$ cat src/rtl/transmit_direction_select_pkg.sv
// Shared definitions for the transmit/receive direction selectors:
// direction encoding, data width and the handshake FSM state type.
package transmit_direction_select_pkg;

  localparam int TX_DATA_W = 16;

  localparam logic [1:0] DIR_E = 2'b00;
  localparam logic [1:0] DIR_S = 2'b01;
  localparam logic [1:0] DIR_W = 2'b10;
  localparam logic [1:0] DIR_N = 2'b11;

  typedef enum logic [2:0] {
    IDLE,
    WAIT_ACK,
    WAIT_REQ_LOW,
    WAIT_ACK_LOW,
    ABORT
  } tx_state_t;

  // Bit order of the returned vector is {N, W, S, E}.
  function automatic logic [3:0] dir_onehot(input logic [1:0] dir);
    return 4'b0001 << dir;
  endfunction

endpackage

$ cat src/rtl/transmit_direction_select_if.sv
// Handshake bundle of the transmit direction selector: upstream port,
// four directional ports, direction control and status.
interface transmit_direction_select_if;
  import transmit_direction_select_pkg::*;

  logic                 TX_REQ;
  logic [TX_DATA_W-1:0] TX_DATA;
  logic                 TX_ACK;

  logic                 E_TX_REQ, S_TX_REQ, W_TX_REQ, N_TX_REQ;
  logic [TX_DATA_W-1:0] E_TX_DATA, S_TX_DATA, W_TX_DATA, N_TX_DATA;
  logic                 E_TX_ACK, S_TX_ACK, W_TX_ACK, N_TX_ACK;

  logic [1:0]           dir_i;
  logic                 dir_load;
  logic [1:0]           Send_Direction;
  logic                 busy;
  logic [15:0]          word_cnt;
  logic                 tx_timeout;

  modport slave (
    input  TX_REQ, TX_DATA,
    output TX_ACK,
    output E_TX_REQ, S_TX_REQ, W_TX_REQ, N_TX_REQ,
    output E_TX_DATA, S_TX_DATA, W_TX_DATA, N_TX_DATA,
    input  E_TX_ACK, S_TX_ACK, W_TX_ACK, N_TX_ACK,
    input  dir_i, dir_load,
    output Send_Direction, busy, word_cnt, tx_timeout
  );

  modport master (
    output TX_REQ, TX_DATA,
    input  TX_ACK,
    input  E_TX_REQ, S_TX_REQ, W_TX_REQ, N_TX_REQ,
    input  E_TX_DATA, S_TX_DATA, W_TX_DATA, N_TX_DATA,
    output E_TX_ACK, S_TX_ACK, W_TX_ACK, N_TX_ACK,
    output dir_i, dir_load,
    input  Send_Direction, busy, word_cnt, tx_timeout
  );

endinterface

$ cat src/rtl/transmit_direction_select_tx_ack_timer.sv
// ACK-wait watchdog for the transmit selector; only built when
// TX_ACK_TIMEOUT_EN is defined.
`ifdef TX_ACK_TIMEOUT_EN
module transmit_direction_select_tx_ack_timer #(
  parameter int TIMEOUT_CYCLES = 1024
) (
  input  logic clk,
  input  logic rst_n,
  input  logic run,
  output logic expired
);

  localparam int              CNT_W = $clog2(TIMEOUT_CYCLES + 1);
  localparam logic [CNT_W-1:0] LAST = CNT_W'(TIMEOUT_CYCLES - 1);

  logic [CNT_W-1:0] cnt_q;

  // Counter reads 0 in the first waiting cycle, so expiry lands on cycle TIMEOUT_CYCLES.
  assign expired = run && (cnt_q == LAST);

  always_ff @(posedge clk) begin
    if (!rst_n || !run) begin
      cnt_q <= '0;
    end else if (!expired) begin
      cnt_q <= cnt_q + 1'b1;
    end
  end

endmodule
`endif

$ cat src/rtl/transmit_direction_select.sv
// Routes upstream four-phase handshake words to one of four directional ports.
// Optional ACK-wait timeout with ABORT recovery: define TX_ACK_TIMEOUT_EN.
module transmit_direction_select
  import transmit_direction_select_pkg::*;
#(
  parameter logic [1:0] DEFAULT_DIR    = DIR_W,
  parameter int         TIMEOUT_CYCLES = 1024
) (
  input  logic                          clk,
  input  logic                          rst_n,
  transmit_direction_select_if.slave    bus
);

  if (TIMEOUT_CYCLES < 2) begin : g_timeout_range
    $error("TIMEOUT_CYCLES must be at least 2");
  end

  tx_state_t            state_q, state_d;
  logic [1:0]           dir_q, dir_d;
  logic [TX_DATA_W-1:0] data_q, data_d;
  logic                 req_q, req_d;
  logic                 ack_q, ack_d;
  logic [15:0]          cnt_q, cnt_d;

  logic [3:0]           req_vec;
  logic                 sel_ack;
  logic                 ack_expired;

  // Only the ACK of the currently selected port can advance the FSM.
  assign sel_ack = |(dir_onehot(dir_q) &
                     {bus.N_TX_ACK, bus.W_TX_ACK, bus.S_TX_ACK, bus.E_TX_ACK});

  always_ff @(posedge clk) begin
    if (!rst_n) begin
      state_q <= IDLE;
      dir_q   <= DEFAULT_DIR;
      data_q  <= '0;
      req_q   <= 1'b0;
      ack_q   <= 1'b0;
      cnt_q   <= '0;
    end else begin
      state_q <= state_d;
      dir_q   <= dir_d;
      data_q  <= data_d;
      req_q   <= req_d;
      ack_q   <= ack_d;
      cnt_q   <= cnt_d;
    end
  end

  always_comb begin
    state_d = state_q;
    dir_d   = dir_q;
    data_d  = data_q;
    req_d   = req_q;
    ack_d   = ack_q;
    cnt_d   = cnt_q;
    case (state_q)
      IDLE: begin
        // A direction load wins; a simultaneous request is taken next cycle.
        if (bus.dir_load) begin
          dir_d = bus.dir_i;
          cnt_d = '0;
        end else if (bus.TX_REQ) begin
          data_d  = bus.TX_DATA;
          req_d   = 1'b1;
          state_d = WAIT_ACK;
        end
      end
      WAIT_ACK: begin
        if (sel_ack) begin
          ack_d   = 1'b1;
          state_d = WAIT_REQ_LOW;
        end else if (ack_expired) begin
          req_d   = 1'b0;
          ack_d   = 1'b1;
          state_d = ABORT;
        end
      end
      WAIT_REQ_LOW: begin
        if (!bus.TX_REQ) begin
          req_d   = 1'b0;
          state_d = WAIT_ACK_LOW;
        end
      end
      WAIT_ACK_LOW: begin
        if (!sel_ack) begin
          ack_d   = 1'b0;
          cnt_d   = cnt_q + 1'b1;
          state_d = IDLE;
        end
      end
      ABORT: begin
        if (!bus.TX_REQ) begin
          ack_d   = 1'b0;
          state_d = IDLE;
        end
      end
      default: state_d = IDLE;
    endcase
  end

`ifdef TX_ACK_TIMEOUT_EN
  logic tmo_q;

  transmit_direction_select_tx_ack_timer #(
    .TIMEOUT_CYCLES (TIMEOUT_CYCLES)
  ) u_tx_ack_timer (
    .clk     (clk),
    .rst_n   (rst_n),
    .run     (state_q == WAIT_ACK),
    .expired (ack_expired)
  );

  always_ff @(posedge clk) begin
    if (!rst_n) begin
      tmo_q <= 1'b0;
    end else begin
      tmo_q <= (state_q == WAIT_ACK) && !sel_ack && ack_expired;
    end
  end

  assign bus.tx_timeout = tmo_q;
`else
  assign ack_expired    = 1'b0;
  assign bus.tx_timeout = 1'b0;
`endif

  assign req_vec = req_q ? dir_onehot(dir_q) : 4'b0000;

  assign bus.E_TX_REQ  = req_vec[DIR_E];
  assign bus.S_TX_REQ  = req_vec[DIR_S];
  assign bus.W_TX_REQ  = req_vec[DIR_W];
  assign bus.N_TX_REQ  = req_vec[DIR_N];

  assign bus.E_TX_DATA = data_q;
  assign bus.S_TX_DATA = data_q;
  assign bus.W_TX_DATA = data_q;
  assign bus.N_TX_DATA = data_q;

  assign bus.TX_ACK         = ack_q;
  assign bus.Send_Direction = dir_q;
  assign bus.busy           = (state_q != IDLE);
  assign bus.word_cnt       = cnt_q;

endmodule

$ cat src/flat_wrapper.sv
// flat-port wrapper written by rule: the top's interface ports become plain ports
module transmit_direction_select_flat import transmit_direction_select_pkg::*;
#(
  parameter logic [1:0] DEFAULT_DIR    = DIR_W,
  parameter int         TIMEOUT_CYCLES = 1024
)
  (clk, rst_n, bus_TX_REQ, bus_TX_DATA, bus_TX_ACK, bus_E_TX_REQ, bus_S_TX_REQ, bus_W_TX_REQ, bus_N_TX_REQ, bus_E_TX_DATA, bus_S_TX_DATA, bus_W_TX_DATA, bus_N_TX_DATA, bus_E_TX_ACK, bus_S_TX_ACK, bus_W_TX_ACK, bus_N_TX_ACK, bus_dir_i, bus_dir_load, bus_Send_Direction, bus_busy, bus_word_cnt, bus_tx_timeout);
  transmit_direction_select_if bus_i ();
  input  logic clk;
  input  logic rst_n;
  input wire logic [$bits(bus_i.TX_REQ)-1:0] bus_TX_REQ;
  input wire logic [$bits(bus_i.TX_DATA)-1:0] bus_TX_DATA;
  output wire logic [$bits(bus_i.TX_ACK)-1:0] bus_TX_ACK;
  output wire logic [$bits(bus_i.E_TX_REQ)-1:0] bus_E_TX_REQ;
  output wire logic [$bits(bus_i.S_TX_REQ)-1:0] bus_S_TX_REQ;
  output wire logic [$bits(bus_i.W_TX_REQ)-1:0] bus_W_TX_REQ;
  output wire logic [$bits(bus_i.N_TX_REQ)-1:0] bus_N_TX_REQ;
  output wire logic [$bits(bus_i.E_TX_DATA)-1:0] bus_E_TX_DATA;
  output wire logic [$bits(bus_i.S_TX_DATA)-1:0] bus_S_TX_DATA;
  output wire logic [$bits(bus_i.W_TX_DATA)-1:0] bus_W_TX_DATA;
  output wire logic [$bits(bus_i.N_TX_DATA)-1:0] bus_N_TX_DATA;
  input wire logic [$bits(bus_i.E_TX_ACK)-1:0] bus_E_TX_ACK;
  input wire logic [$bits(bus_i.S_TX_ACK)-1:0] bus_S_TX_ACK;
  input wire logic [$bits(bus_i.W_TX_ACK)-1:0] bus_W_TX_ACK;
  input wire logic [$bits(bus_i.N_TX_ACK)-1:0] bus_N_TX_ACK;
  input wire logic [$bits(bus_i.dir_i)-1:0] bus_dir_i;
  input wire logic [$bits(bus_i.dir_load)-1:0] bus_dir_load;
  output wire logic [$bits(bus_i.Send_Direction)-1:0] bus_Send_Direction;
  output wire logic [$bits(bus_i.busy)-1:0] bus_busy;
  output wire logic [$bits(bus_i.word_cnt)-1:0] bus_word_cnt;
  output wire logic [$bits(bus_i.tx_timeout)-1:0] bus_tx_timeout;
  assign bus_i.TX_REQ = bus_TX_REQ;
  assign bus_i.TX_DATA = bus_TX_DATA;
  assign bus_TX_ACK = bus_i.TX_ACK;
  assign bus_E_TX_REQ = bus_i.E_TX_REQ;
  assign bus_S_TX_REQ = bus_i.S_TX_REQ;
  assign bus_W_TX_REQ = bus_i.W_TX_REQ;
  assign bus_N_TX_REQ = bus_i.N_TX_REQ;
  assign bus_E_TX_DATA = bus_i.E_TX_DATA;
  assign bus_S_TX_DATA = bus_i.S_TX_DATA;
  assign bus_W_TX_DATA = bus_i.W_TX_DATA;
  assign bus_N_TX_DATA = bus_i.N_TX_DATA;
  assign bus_i.E_TX_ACK = bus_E_TX_ACK;
  assign bus_i.S_TX_ACK = bus_S_TX_ACK;
  assign bus_i.W_TX_ACK = bus_W_TX_ACK;
  assign bus_i.N_TX_ACK = bus_N_TX_ACK;
  assign bus_i.dir_i = bus_dir_i;
  assign bus_i.dir_load = bus_dir_load;
  assign bus_Send_Direction = bus_i.Send_Direction;
  assign bus_busy = bus_i.busy;
  assign bus_word_cnt = bus_i.word_cnt;
  assign bus_tx_timeout = bus_i.tx_timeout;
  transmit_direction_select #(.DEFAULT_DIR(DEFAULT_DIR), .TIMEOUT_CYCLES(TIMEOUT_CYCLES)) u_core (.clk(clk), .rst_n(rst_n), .bus(bus_i));
endmodule
$ cat config.mk
export PLATFORM = sky130hd
export DESIGN_NAME = transmit_direction_select_flat
export DESIGN_NICKNAME = d
export VERILOG_FILES = /design/src/rtl/transmit_direction_select_pkg.sv /design/src/rtl/transmit_direction_select_if.sv /design/src/rtl/transmit_direction_select_tx_ack_timer.sv /design/src/rtl/transmit_direction_select.sv /design/src/flat_wrapper.sv
export SDC_FILE = /design/constraint.sdc
export NUM_CORES = 1
export LEC_CHECK = 0
export ABC_AREA = 0
export CAP_MARGIN = 20
export CORE_MARGIN = 10
export CORE_UTILIZATION = 55
export DETAILED_ROUTE_END_ITERATION = 8
export DONT_BUFFER_PORTS = 1
export PLACE_DENSITY = 0.79
export SYNTH_ARGS = -nofsm -noshare
export SYNTH_HDL_FRONTEND = slang
export SYNTH_HIERARCHICAL = 1
export SYNTH_SLANG_ARGS = --single-unit
$ cat constraint.sdc
create_clock -name clk -period 4.47 [get_ports clk]
set_input_delay 0.447 -clock clk [delete_from_list [all_inputs] [get_ports clk]]
set_output_delay 0.447 -clock clk [all_outputs]
set_load 0.01 [all_outputs]
==> impl_metrics.prom <==
# TYPE chip_impl_metric gauge
chip_impl_info{name="outcome",value="finished, final reports clean"} 1
chip_impl_metric{name="synthesized_area_fraction_occupied_by_xor_and_xnor_cells",unit=""} 0
chip_impl_metric{name="first_pass_grt_wire_length",unit="um"} 7500
chip_impl_metric{name="postCtsSetupRepairBufs",unit=""} 0
chip_impl_metric{name="post_synth_fa_ha_maj_area_fraction",unit=""} 0.0286
chip_impl_metric{name="total_power",unit="uW"} 920
chip_impl_info{name="cp_startpoint",value="u_core/state_q[1]"} 1
chip_impl_info{name="synthTopCellsByArea",value="dfxtp_1, buf_4, a21oi_1"} 1
chip_impl_metric{name="fp.dieArea",unit="sq um"} 6890
chip_impl_metric{name="synth-seq-cells",unit=""} 38
chip_impl_metric{name="grt_overflow_total",unit=""} 0
chip_impl_metric{name="synth.top_cell.area_share",unit=""} 0.348
chip_impl_info{name="timing.critical_path.cells",value="inv_1 -> ha_1 -> inv_1 -> nor2_1 -> nand2_1 -> a21oi_1"} 1
chip_impl_metric{name="cp_slowest_stage_delay",unit="ns"} 0.79
chip_impl_info{name="cp_slowest_cell",value="nor2_1"} 1
chip_impl_info{name="cp-start-kind",value="register"} 1
chip_impl_metric{name="syn_nets",unit=""} 297
chip_impl_metric{name="netSwitchingPower",unit="uW"} 339
chip_impl_metric{name="post_drt_wl_per_cell",unit="um"} 17.6
chip_impl_info{name="tritoncts",value="done"} 1
chip_impl_info{name="setup.worst_path.class",value="register to register"} 1
chip_impl_metric{name="globalRouteTotalUtil",unit=""} 0.126
chip_impl_info{name="worst_setup_path_end_kind",value="register"} 1
chip_impl_metric{name="power_frac_clock",unit=""} 0.263
chip_impl_metric{name="finalSetupViolations",unit=""} 0
chip_impl_metric{name="largest_net_degree_at_the_start_of_global_routing",unit=""} 30
chip_impl_metric{name="critical_path_peak_fanout",unit=""} 16
chip_impl_metric{name="route.vias.total",unit=""} 1554
chip_impl_metric{name="synth_cell_type_count",unit=""} 39
chip_impl_metric{name="synth_edf_count",unit=""} 0
chip_impl_metric{name="hold_viol_final",unit=""} 0
chip_impl_info{name="synthTopCellsByCount",value="buf_4, nand2_1, dfxtp_1"} 1
chip_impl_metric{name="globalplace.congestion",unit=""} 0.745
chip_impl_metric{name="ys_async_sr_fraction",unit=""} 0
chip_impl_metric{name="compound_cell_area_share_of_the_yosys_netlist",unit=""} 0.171
chip_impl_metric{name="post-route-drc-count",unit=""} 0
chip_impl_info{name="synth-main-ff-cell",value="dfxtp_1"} 1
chip_impl_metric{name="post-route-min-period",unit="ns"} 2.07
chip_impl_metric{name="initial_core_util",unit=""} 0.584
chip_impl_metric{name="drt-total-wl",unit="um"} 4580
chip_impl_metric{name="detail_route.vias_per_cell",unit=""} 5.98
chip_impl_metric{name="clk_path_buf_depth",unit=""} 2
chip_impl_metric{name="drive_gt1_frac",unit=""} 0.0755
chip_impl_info{name="ctsRootBufferMaster",value="clkbuf_8"} 1
chip_impl_metric{name="post-route-period-util",unit=""} 0.463
chip_impl_info{name="post-synth-top-count-cell",value="buf_4"} 1
chip_impl_metric{name="worst-path-buf-inv",unit=""} 2
chip_impl_metric{name="yosys_warnings",unit=""} 6
chip_impl_metric{name="synth.area.mux_share",unit=""} 0.0389
chip_impl_metric{name="drt.antenna.violating_nets",unit=""} 0
chip_impl_metric{name="io_buffers",unit=""} 0
chip_impl_info{name="synth_top_family_by_area",value="buffers and inverters"} 1
chip_impl_metric{name="die_width",unit="um"} 83.0
chip_impl_metric{name="fin_nets",unit=""} 242
chip_impl_metric{name="cp_data_arrival_time",unit="ns"} 2.28
chip_impl_metric{name="rows",unit=""} 22
chip_impl_metric{name="ioPinCount",unit=""} 115
chip_impl_metric{name="worst_pin_slew",unit="ns"} 0.996
chip_impl_metric{name="max-cap-violations",unit=""} 0
chip_impl_info{name="post-synth-top-area-cell",value="dfxtp_1"} 1
chip_impl_metric{name="synth_area_per_cell",unit="sq um"} 8.21
chip_impl_metric{name="synth_seq_area_share",unit=""} 0.348
chip_impl_metric{name="clock-sinks",unit=""} 38
chip_impl_metric{name="seq_power_share",unit=""} 0.499
chip_impl_metric{name="fin_tns_setup",unit="ns"} 0
chip_impl_info{name="worst_hold_startpoint",value="rst_n"} 1
chip_impl_info{name="rsz0062_at_grt",value="no"} 1
chip_impl_metric{name="timing.clock.skew",unit="ns"} 0.00295
chip_impl_metric{name="timing.fmax",unit="GHz"} 0.483
chip_impl_metric{name="cp_data_required_time",unit="ns"} 4.68
chip_impl_info{name="worst_path_dominant_cell_family",value="simple AND/OR/NAND/NOR gates"} 1
chip_impl_metric{name="detailedRoute.firstIterationViolations",unit=""} 76
chip_impl_metric{name="power_report.internal_total",unit="uW"} 580
chip_impl_metric{name="peakVddDrop",unit="mV"} 0.279
chip_impl_metric{name="number_of_global_route_vias_before_repair",unit=""} 1457
chip_impl_metric{name="core_area",unit="sq um"} 3740
chip_impl_metric{name="tritoncts.num_buffers",unit=""} 5
chip_impl_metric{name="grt_antenna_before_repair",unit=""} 0
chip_impl_metric{name="post_cts_gate_resize_count",unit=""} 0
chip_impl_metric{name="p_per_area",unit="nW/um^2"} 482
chip_impl_metric{name="clk_pin_slew",unit="ns"} 0.07
chip_impl_metric{name="relSlewSlack",unit=""} 0.333
chip_impl_metric{name="synth-simple-area-share",unit=""} 0.191
chip_impl_metric{name="post_cts_hold_buffer_count",unit=""} 0
chip_impl_metric{name="syn-cell-area",unit="sq um"} 2180
chip_impl_metric{name="drt-pass1-iter-count",unit=""} 4
chip_impl_metric{name="antenna_cells",unit=""} 0
chip_impl_metric{name="netlist_instances",unit=""} 266
chip_impl_metric{name="comb_power_share",unit=""} 0.239
chip_impl_info{name="hp-class",value="input port to register"} 1
chip_impl_info{name="timing.rr.start",value="u_core/state_q[1]"} 1
chip_impl_info{name="crit_path_frequent_cell",value="inv_1"} 1
chip_impl_metric{name="power.static_leakage",unit="uW"} 0.000644
chip_impl_metric{name="hpwlAfterDp",unit="um"} 3340
chip_impl_metric{name="htree_levels",unit=""} 2
chip_impl_metric{name="die_height",unit="um"} 83.0
chip_impl_metric{name="layout-area-overhead-vs-synth",unit="%"} -12.7
chip_impl_metric{name="clk_latency",unit="ns"} 0.28
chip_impl_metric{name="final_max_slew_viol_count",unit=""} 0
chip_impl_metric{name="sw_frac_of_total",unit=""} 0.369
-- cell families (layout without fill, tap and decap cells) --
logic type / Yosys count / in the layout
AO/OA/AOI/OAI: 60 / 60
adder cells (fa/ha/maj): 5 / 5
buffers and inverters: 72 / 18
flip-flops: 38 / 38
multiplexers: 6 / 6
other: 1 / 1
AND/OR/NAND/NOR: 84 / 84
-- cells in the final DEF (no fill, tap or decap), types with 2 or more instances in the layout --
cell / n
a21oi_1: 33
and3_1: 2
and4_1: 2
clkbuf_8: 6
dfxtp_1: 38
ha_1: 5
inv_1: 8
mux2i_1: 2
mux2i_2: 2
nand2_1: 44
nand2b_1: 3
nand3_1: 9
nand4_1: 3
nor2_1: 3
nor4_1: 2
o21a_1: 4
o21ai_0: 4
o31ai_1: 11
or4_1: 10
-- worst paths after layout --
| kind | endpoint | slack [ns] | depth (start not counted) |
|---|---|---|---|
| worst max-delay path | u_core/bus.E_TX_DATA[15] | 2.40 | 6 |
| worst min-delay path | u_core/bus.Send_Direction[1] | 0.26 | 1 |
| worst max register to register | u_core/bus.E_TX_DATA[15] | 2.40 | 6 |
| worst min register to register | u_core/bus.word_cnt[15] | 0.52 | 2 |
-- power groups by stage --
| stage | combinational, uW | clock, uW | sequential [uW] |
|---|---|---|---|
| after global placement | 206 | 0 | 467 |
| final | 220 | 241 | 458 |
| after global routing | 248 | 263 | 468 |
| after floorplan | 287 | 0 | 421 |
| after detailed placement | 208 | 0 | 469 |
| after CTS | 209 | 252 | 460 |
-- sequential cells by signal, indices dropped and copies added, names as in the netlist --
| name | count |
|---|---|
| u_core/bus.Send_Direction | 2 |
| u_core/state_q | 2 |
| u_core/bus.word_cnt | 16 |
| u_core/bus.TX_ACK | 1 |
| u_core/req_q | 1 |
| u_core/bus.E_TX_DATA | 16 |
-- final cells by class --
| class | count | area, sq um |
|---|---|---|
| Clock inverter | 1 | 5.00 |
| Sequential cell | 38 | 761 |
| Multi-Input combinational cell | 156 | 943 |
| Inverter | 8 | 30.0 |
| Clock buffer | 7 | 86.3 |
| Tap cell | 48 | 60.1 |
| Timing Repair Buffer | 2 | 22.5 |
| Fill cell | 364 | 1840 |
-- per-stage QoR --
step | hold slack (ns) | instance area [sq um] | utilization | cells | setup WS, ns
finish | 0.255 | 1910 | 0.510 | 260 | 2.40
global route | 0.234 | 1910 | 0.510 | 260 | 2.14
CTS | 0.242 | 1890 | 0.506 | 259 | 2.22
detailed placement | 0.515 | 1800 | 0.481 | 251 | 2.24
global placement | 0.508 | 1800 | 0.481 | 251 | 2.32
floorplan | 0.486 | 2180 | - | 266 | 2.67
-- per-layer routing --
layer	up-vias	wire (um)	global-route usage
met5	-	0	0
met4	0	26	0.0277
met3	4	470	0.0742
met2	59	2170	0.203
met1	723	1910	0.140
li1	768	-	-
No activity file was read; power rests on OpenSTA's default activity.
